[src/rtl/sseg_scan_ctrl_if.sv]
// rtl/sseg_scan_ctrl_if.sv - display value valid/ready handshake bundle
interface sseg_scan_ctrl_if;
  logic [15:0] i_value;
  logic        i_valid;
  logic        o_ready;

  modport master (output i_value, output i_valid, input  o_ready);
  modport slave  (input  i_value, input  i_valid, output o_ready);
endinterface

[src/rtl/sseg_scan_ctrl.sv]
// rtl/sseg_scan_ctrl.sv - 4-digit multiplexed seven-segment scanner with blanking and PWM
// Optional: define SSEG_LZ_SUPPRESS_EN to blank leading zero digits (digit 0 always shown).
module sseg_scan_ctrl #(
  parameter int CLKS_PER_DIGIT = 1000,
  parameter int BLANK_CLKS     = 16,
  parameter int PWM_BITS       = 4
) (
  input  logic                i_clk,
  input  logic                i_reset,
  sseg_scan_ctrl_if.slave     bus,
  input  logic [PWM_BITS-1:0] i_brightness,
  output logic [3:0]          o_sseg_enables,
  output logic [6:0]          o_sseg,
  output logic                o_frame_tick
);

  localparam int SW = (CLKS_PER_DIGIT > 1) ? $clog2(CLKS_PER_DIGIT) : 1;
  localparam logic [SW-1:0]       SLOT_LAST = SW'(CLKS_PER_DIGIT - 1);
  localparam logic [SW-1:0]       SLOT_PRE  = SW'(BLANK_CLKS - 1);
  localparam logic [PWM_BITS-1:0] PWM_FULL  = '1;

  typedef enum logic {ST_BLANK, ST_ON} state_t;

  state_t              state;
  logic [SW-1:0]       slot_cnt;
  logic [1:0]          digit;
  logic [PWM_BITS-1:0] pwm_cnt;
  logic [15:0]         disp;
  logic [15:0]         pend;
  logic                pend_full;

  logic       slot_last;
  logic       frame_end;
  logic       accept;
  logic       suppress;
  logic       lit;
  logic [3:0] nibble;

  function automatic logic [6:0] hex_to_sseg(input logic [3:0] d);
    case (d)
      4'h0: hex_to_sseg = 7'h3F;
      4'h1: hex_to_sseg = 7'h06;
      4'h2: hex_to_sseg = 7'h5B;
      4'h3: hex_to_sseg = 7'h4F;
      4'h4: hex_to_sseg = 7'h66;
      4'h5: hex_to_sseg = 7'h6D;
      4'h6: hex_to_sseg = 7'h7D;
      4'h7: hex_to_sseg = 7'h07;
      4'h8: hex_to_sseg = 7'h7F;
      4'h9: hex_to_sseg = 7'h6F;
      4'hA: hex_to_sseg = 7'h77;
      4'hB: hex_to_sseg = 7'h7C;
      4'hC: hex_to_sseg = 7'h39;
      4'hD: hex_to_sseg = 7'h5E;
      4'hE: hex_to_sseg = 7'h79;
      default: hex_to_sseg = 7'h71;
    endcase
  endfunction

  assign slot_last   = (slot_cnt == SLOT_LAST);
  assign frame_end   = slot_last && (digit == 2'd3);
  assign accept      = bus.i_valid && !pend_full;
  assign bus.o_ready = !pend_full;
  assign nibble      = disp[{digit, 2'b00} +: 4];

`ifdef SSEG_LZ_SUPPRESS_EN
  always_comb begin
    suppress = 1'b0;
    case (digit)
      2'd3:    suppress = (disp[15:12] == 4'h0);
      2'd2:    suppress = (disp[15:8] == 8'h00);
      2'd1:    suppress = (disp[15:4] == 12'h000);
      default: suppress = 1'b0;
    endcase
  end
`else
  assign suppress = 1'b0;
`endif

  // Brightness is used live, so a change shows up on the very next output cycle.
  assign lit = (state == ST_ON) && !suppress &&
               ((i_brightness == PWM_FULL) || (pwm_cnt < i_brightness));

  always_ff @(posedge i_clk) begin
    if (i_reset) begin
      state          <= ST_BLANK;
      slot_cnt       <= '0;
      digit          <= 2'd0;
      pwm_cnt        <= '0;
      disp           <= 16'h0000;
      pend           <= 16'h0000;
      pend_full      <= 1'b0;
      o_sseg_enables <= 4'b0000;
      o_sseg         <= 7'h00;
      o_frame_tick   <= 1'b0;
    end else begin
      o_sseg_enables <= lit ? (4'b0001 << digit) : 4'b0000;
      o_sseg         <= lit ? hex_to_sseg(nibble) : 7'h00;
      o_frame_tick   <= frame_end;

      if (slot_last) begin
        slot_cnt <= '0;
        digit    <= digit + 2'd1;
        state    <= ST_BLANK;
        pwm_cnt  <= pwm_cnt + 1'b1;
      end else begin
        slot_cnt <= slot_cnt + 1'b1;
        if (slot_cnt == SLOT_PRE) begin
          state   <= ST_ON;
          pwm_cnt <= '0;
        end else begin
          pwm_cnt <= pwm_cnt + 1'b1;
        end
      end

      // A full buffer blocks acceptance, so transfer and load never collide.
      if (frame_end && pend_full) begin
        disp      <= pend;
        pend_full <= 1'b0;
      end
      if (accept) begin
        pend      <= bus.i_value;
        pend_full <= 1'b1;
      end
    end
  end

endmodule

[src/flat_wrapper.sv]
// flat-port wrapper written by rule: the top's interface ports become plain ports
module sseg_scan_ctrl_flat 
#(
  parameter int CLKS_PER_DIGIT = 1000,
  parameter int BLANK_CLKS     = 16,
  parameter int PWM_BITS       = 4
)
  (i_clk, i_reset, i_brightness, o_sseg_enables, o_sseg, o_frame_tick, bus_i_value, bus_i_valid, bus_o_ready);
  sseg_scan_ctrl_if bus_i ();
  input  logic i_clk;
  input  logic i_reset;
  input  logic [PWM_BITS-1:0] i_brightness;
  output logic [3:0] o_sseg_enables;
  output logic [6:0] o_sseg;
  output logic o_frame_tick;
  input wire logic [$bits(bus_i.i_value)-1:0] bus_i_value;
  input wire logic [$bits(bus_i.i_valid)-1:0] bus_i_valid;
  output wire logic [$bits(bus_i.o_ready)-1:0] bus_o_ready;
  assign bus_i.i_value = bus_i_value;
  assign bus_i.i_valid = bus_i_valid;
  assign bus_o_ready = bus_i.o_ready;
  sseg_scan_ctrl #(.CLKS_PER_DIGIT(CLKS_PER_DIGIT), .BLANK_CLKS(BLANK_CLKS), .PWM_BITS(PWM_BITS)) u_core (.i_clk(i_clk), .i_reset(i_reset), .bus(bus_i), .i_brightness(i_brightness), .o_sseg_enables(o_sseg_enables), .o_sseg(o_sseg), .o_frame_tick(o_frame_tick));
endmodule
[config.mk]
export PLATFORM = sky130hd
export DESIGN_NAME = sseg_scan_ctrl_flat
export DESIGN_NICKNAME = d
export VERILOG_FILES = /design/src/rtl/sseg_scan_ctrl_if.sv /design/src/rtl/sseg_scan_ctrl.sv /design/src/flat_wrapper.sv
export SDC_FILE = /design/constraint.sdc
export NUM_CORES = 1
export LEC_CHECK = 0
export BUFFER_PORTS_ARGS = -buffer_cell sky130_fd_sc_hd__buf_4
export CAP_MARGIN = 5
export CORE_AREA = 2 2 87 68
export DETAILED_ROUTE_END_ITERATION = 10
export DIE_AREA = 0 0 89 70
export PLACE_DENSITY_LB_ADDON = 0.08
export SLEW_MARGIN = 20
export SYNTH_ARGS = -nofsm -noshare
export SYNTH_HDL_FRONTEND = slang
export SYNTH_SLANG_ARGS = --single-unit
[constraint.sdc]
create_clock -name i_clk -period 2.02 [get_ports i_clk]
set_input_delay 0.404 -clock i_clk [delete_from_list [all_inputs] [get_ports i_clk]]
set_output_delay 0.404 -clock i_clk [all_outputs]
set_load 0.01 [all_outputs]
* Word level (Yosys, flattened, before mapping)
Memories as Yosys holds them, arrays and structs flattened. A register that Yosys moved wholly into a read port is not among the register bits. Index checks and enable logic that the tools add are counted. W data, S select, Z words.
Word-level totals: register bits after elaboration 55, bits in latches 0, RAM bits 0, ROM bits 112, input bits 23, output and inout bits 13, word-level logic and storage cells 34, memories 1
Memory list:
- (no name shown) | depth 16, bits a word 7, rd ports 1, clocked after memory_dff 1, write ports 0, line sseg_scan_ctrl.sv:40 | case (d)
Operators by class: add/sub/neg operators 3, $mul 0, divide/modulo/power cells 0, order comparisons 1, equality and inequality tests 4, shifts and indexed selects 2, mux-type cells 4, bitwise gates (word level) 1, reductions and logical operators 9
Operators by type and width (number):
- $shiftx A16 B5 Y4 | 1
- $add A10 B1 Y10 const B | 1
- $eq A10 B10 Y1 const B | 1
- $eq A10 B4 Y1 const B | 1
- $mux W4 | 2
- $add A4 B1 Y4 const B | 1
- $eq A4 B4 Y1 const B | 1
- $logic_and A1 B1 Y1 | 4
- $lt A4 B4 Y1 | 1
- $reduce_or A2 Y1 | 2
- $shl A1 B2 Y4 const A | 1
- $add A2 B1 Y2 const B | 1
- $eq A2 B2 Y1 const B | 1
- $mux W1 | 2
- $reduce_bool A2 Y1 | 1
- $logic_not A1 Y1 | 1
- $logic_or A1 B1 Y1 | 1
- $not A1 Y1 | 1

* Longest topological paths before layout
depth in word-level cells 5, mapped depth 8, depth with buffers taken out 7

* Least setup slack after synthesis
Ideal clock, no wire load.
kind register to register, start register u_core.digit[0], end register u_core.o_sseg[3], setup time 0.065 ns, arrival time 1.893 ns, required time 1.955 ns, path slack 0.062 ns, cell stages (with the launch flop) 8, period minus slack after synthesis 1.958 ns, path through dfxtp_1 buf_6 mux4_1 inv_1 ha_1 inv_1 mux4_2 nor2_1
Between the ends: cells in the longest elaborated chain, start to end 1
RTL lines:
- from (decl) | line sseg_scan_ctrl.sv:26 | logic [1:0] digit;
- from (signal assigned) | line sseg_scan_ctrl.sv:103 | digit <= digit + 2'd1;
- $shiftx A16 B5 Y4 | line sseg_scan_ctrl.sv:64 | assign nibble = disp[{digit, 2'b00} +: 4];
- to (decl) | line sseg_scan_ctrl.sv:13 | output logic [6:0] o_sseg,
Every way passes these cells. A chain may end at the register's enable or synchronous reset.

* Worst setup path after layout
Same ends and word-level chain as after synthesis.

==> impl_metrics.json <==
{
  "outcome": "finished, final reports clean",
  "utilization_pct": 58.56,
  "synth_cells": 308,
  "fmax_ghz": 0.5397,
  "cts.path.max_buffers": 2,
  "slew_headroom_pct": 32.36,
  "die_x_um": 89,
  "synth-main-ff-cell": "dfxtp_1",
  "die-area_mm2": 0.006230,
  "synth.avg_cell_area_um2": 8.641,
  "setup_viol": 0,
  "area_growth_pct": 21.58,
  "tightest_slew_ps": 1012,
  "path_max_fanout": 5,
  "fin_nets": 385,
  "report.final.slew_viol_count": 0,
  "routed_via_density": 4.859,
  "ys_warn_count": 0,
  "setup_slack_ps": 167.2,
  "max-cap-violations": 0,
  "clock_sinks": 62,
  "preCtsSetupSlack_ps": 37.45,
  "cts_hold_buf": 0,
  "synth-seq-cells": 62,
  "pwr-share-seq_pct": 49.2,
  "start_util_pct": 48.17,
  "gr-usage-all-layers_pct": 18.92,
  "yosysMostFrequentCell": "nand2_1",
  "n_antenna_cell": 0,
  "drt_iter0_drc": 60,
  "gr-usage-met3_pct": 8.156,
  "instances_no_fill": 432,
  "grtUsageMet2_pct": 25.04,
  "place_hpwl_um": 3570,
  "cts_tree": "yes",
  "cts_max_level": 3,
  "fill_cells": 528,
  "cp-end-kind": "register",
  "core_mm2": 0.005525,
  "clk_pin_slew_ps": 70,
  "ant_nets": 0,
  "cts_buffers": 9,
  "yosysTopAreaCellShare_pct": 46.64,
  "synth-edff-count": 0,
  "ir_worst_vdd_uv": 508.8,
  "dieHeight_um": 70,
  "drive_above_1_share_pct": 20.62,
  "synth_top_cell_by_area": "dfxtp_1",
  "synth_nets": 344,
  "grt_pass1_vias": 1916,
  "switchingPower_mw": 0.5531,
  "grt_first_pass_wirelength_um": 9032,
  "post-route-drc-count": 0,
  "finalHoldViolations": 0,
  "fin_skew_ps": 6.187,
  "hold_path.class": "in -> reg",
  "cts_root_buf": "clkbuf_8",
  "crit_required_ps": 2290,
  "whs_ps": 310.7,
  "rows": 24,
  "io_buffers": 35,
  "rsz0062_at_grt": "false",
  "period_share_pct": 91.72,
  "synth_area_leaders": "dfxtp_1 (47%), nand2_1 (10%), a21oi_1 (7.0%)",
  "start_kind": "register",
  "grt.overflow.total": 0,
  "yosysSeqAreaShare_pct": 46.64,
  "intPower_mw": 2.032,
  "yosysUniqueCellTypes": 37,
  "setup_tns_ps": 0,
  "clk_latency_ps": 340,
  "via_count": 2099,
  "p_sw_share_pct": 21.39,
  "antenna_found_initial": 0,
  "first_pass_iters": 4,
  "critical_path_arrival_ps": 2130,
  "grt_util_met1_pct": 27.62,
  "pwr-share-comb_pct": 4.6,
  "cts_setup_buffers": 0,
  "routed_wl_um": 5078,
  "period_needed_ps": 1853,
  "grt_start_max_net_pins": 42,
  "p_per_area_mw_per_mm2": 799.0,
  "place.gp.congestion": 0.8736,
  "power_frac_clock_pct": 46.2,
  "synthTopCellsByCount": "nand2_1 (73), dfxtp_1 (62), a21oi_1 (37)",
  "routedWlPerCell_um": 11.75,
  "ios": 36,
  "synth_area_mm2": 0.002661,
  "path_class": "reg -> reg",
  "ys_async_sr_fraction_pct": 0,
  "dp_cells": 416,
  "p_leak_nw": 1.318,
  "top_usage_layer": "met1"
}
per-stage QoR:
step	cell area, um2	power (mW)
final	3236	2.585
after global placement	3015	1.416
after global routing	3236	2.698
after CTS	3238	2.616
after detailed placement	3015	1.418
after floorplan	2661	1.366
final timing paths:
path              slack, ps       startpoint  cells after the start                to
setup / recovery        170  u_core.digit[0]                      6  u_core.o_sseg[3]
hold reg to reg         450   u_core.pend[0]                      2    u_core.pend[0]
setup reg to reg        170  u_core.digit[0]                      6  u_core.o_sseg[3]
hold / removal          310   bus_i_value[6]                      3    u_core.pend[6]
area by class of cell:
type / instances / area [um2] / area share, %
Multi-Input combinational cell: 217 / 1282 / 39.64
Clock buffer: 10 / 137.6 / 4.254
Inverter: 14 / 52.55 / 1.624
Clock inverter: 6 / 85.08 / 2.630
Tap cell: 78 / 97.59 / 3.016
Timing Repair Buffer: 45 / 337.8 / 10.44
Sequential cell: 62 / 1242 / 38.40
state kept, by name (all words and copies together), names as in the netlist:
register               cells
u_core.o_sseg              7
u_core.digit               2
u_core.o_frame_tick        1
u_core.pwm_cnt             4
u_core.slot_cnt           10
u_core.disp               16
u_core.o_sseg_enables      4
u_core.state               1
u_core.pend_full           1
u_core.pend               16
metal layers:
| layer | routed length [um] | vias up |
|---|---|---|
| met1 | 2675 | 939 |
| li1 | - | 1114 |
| met5 | 0 | - |
| met4 | 61 | 0 |
| met2 | 2101 | 39 |
| met3 | 240 | 7 |
critical path, cell delays in order (launching register included):
cell and delay, ps:
dfxtp_2 370, mux4_2 570, inv_1 150, ha_1 140
inv_1 50, mux4_2 430, nor2_1 80
logic make-up after synthesis:
logic type / after synthesis / synth area share [%]
mux: 13 / 7.428
xor+xnor: 10 / 3.291
flops: 62 / 46.64
buf+inv: 29 / 5.031
fa+ha+maj: 13 / 6.112
simple gates: 132 / 21.34
compound gates: 49 / 10.16
power groups by stage:
stage / sequential [mW] / clock (mW) / combinational, mW
after global placement: 1.30 / 0 / 0.118
after floorplan: 1.29 / 0 / 0.0721
after detailed placement: 1.30 / 0 / 0.119
final: 1.27 / 1.20 / 0.118
after CTS: 1.27 / 1.23 / 0.120
after global routing: 1.27 / 1.28 / 0.139
what timing repair did:
action	CTS	global route
gates resized for setup	0	4
setup endpoints to repair	0	6
endpoints found under the hold margin	0	0
layout by cell type, fill, tap and decap left out, types with 2 or more instances in the layout:
cell type	instances
o21ai_0	4
nand3_1	7
clkinvlp_4	2
buf_4	45
nor3_1	9
xnor2_1	7
nand2_1	73
inv_1	14
or4_1	2
mux2i_1	4
and3_1	2
mux2_2	3
o22ai_1	3
a21oi_1	37
nand2b_1	2
mux2_4	2
ha_1	13
mux4_2	3
xor2_1	3
dfxtp_1	61
nor2_1	27
clkinv_2	2
nor3b_1	3
clkbuf_8	10
bufinv_16	2
Power figures use the tool's default switching activity.
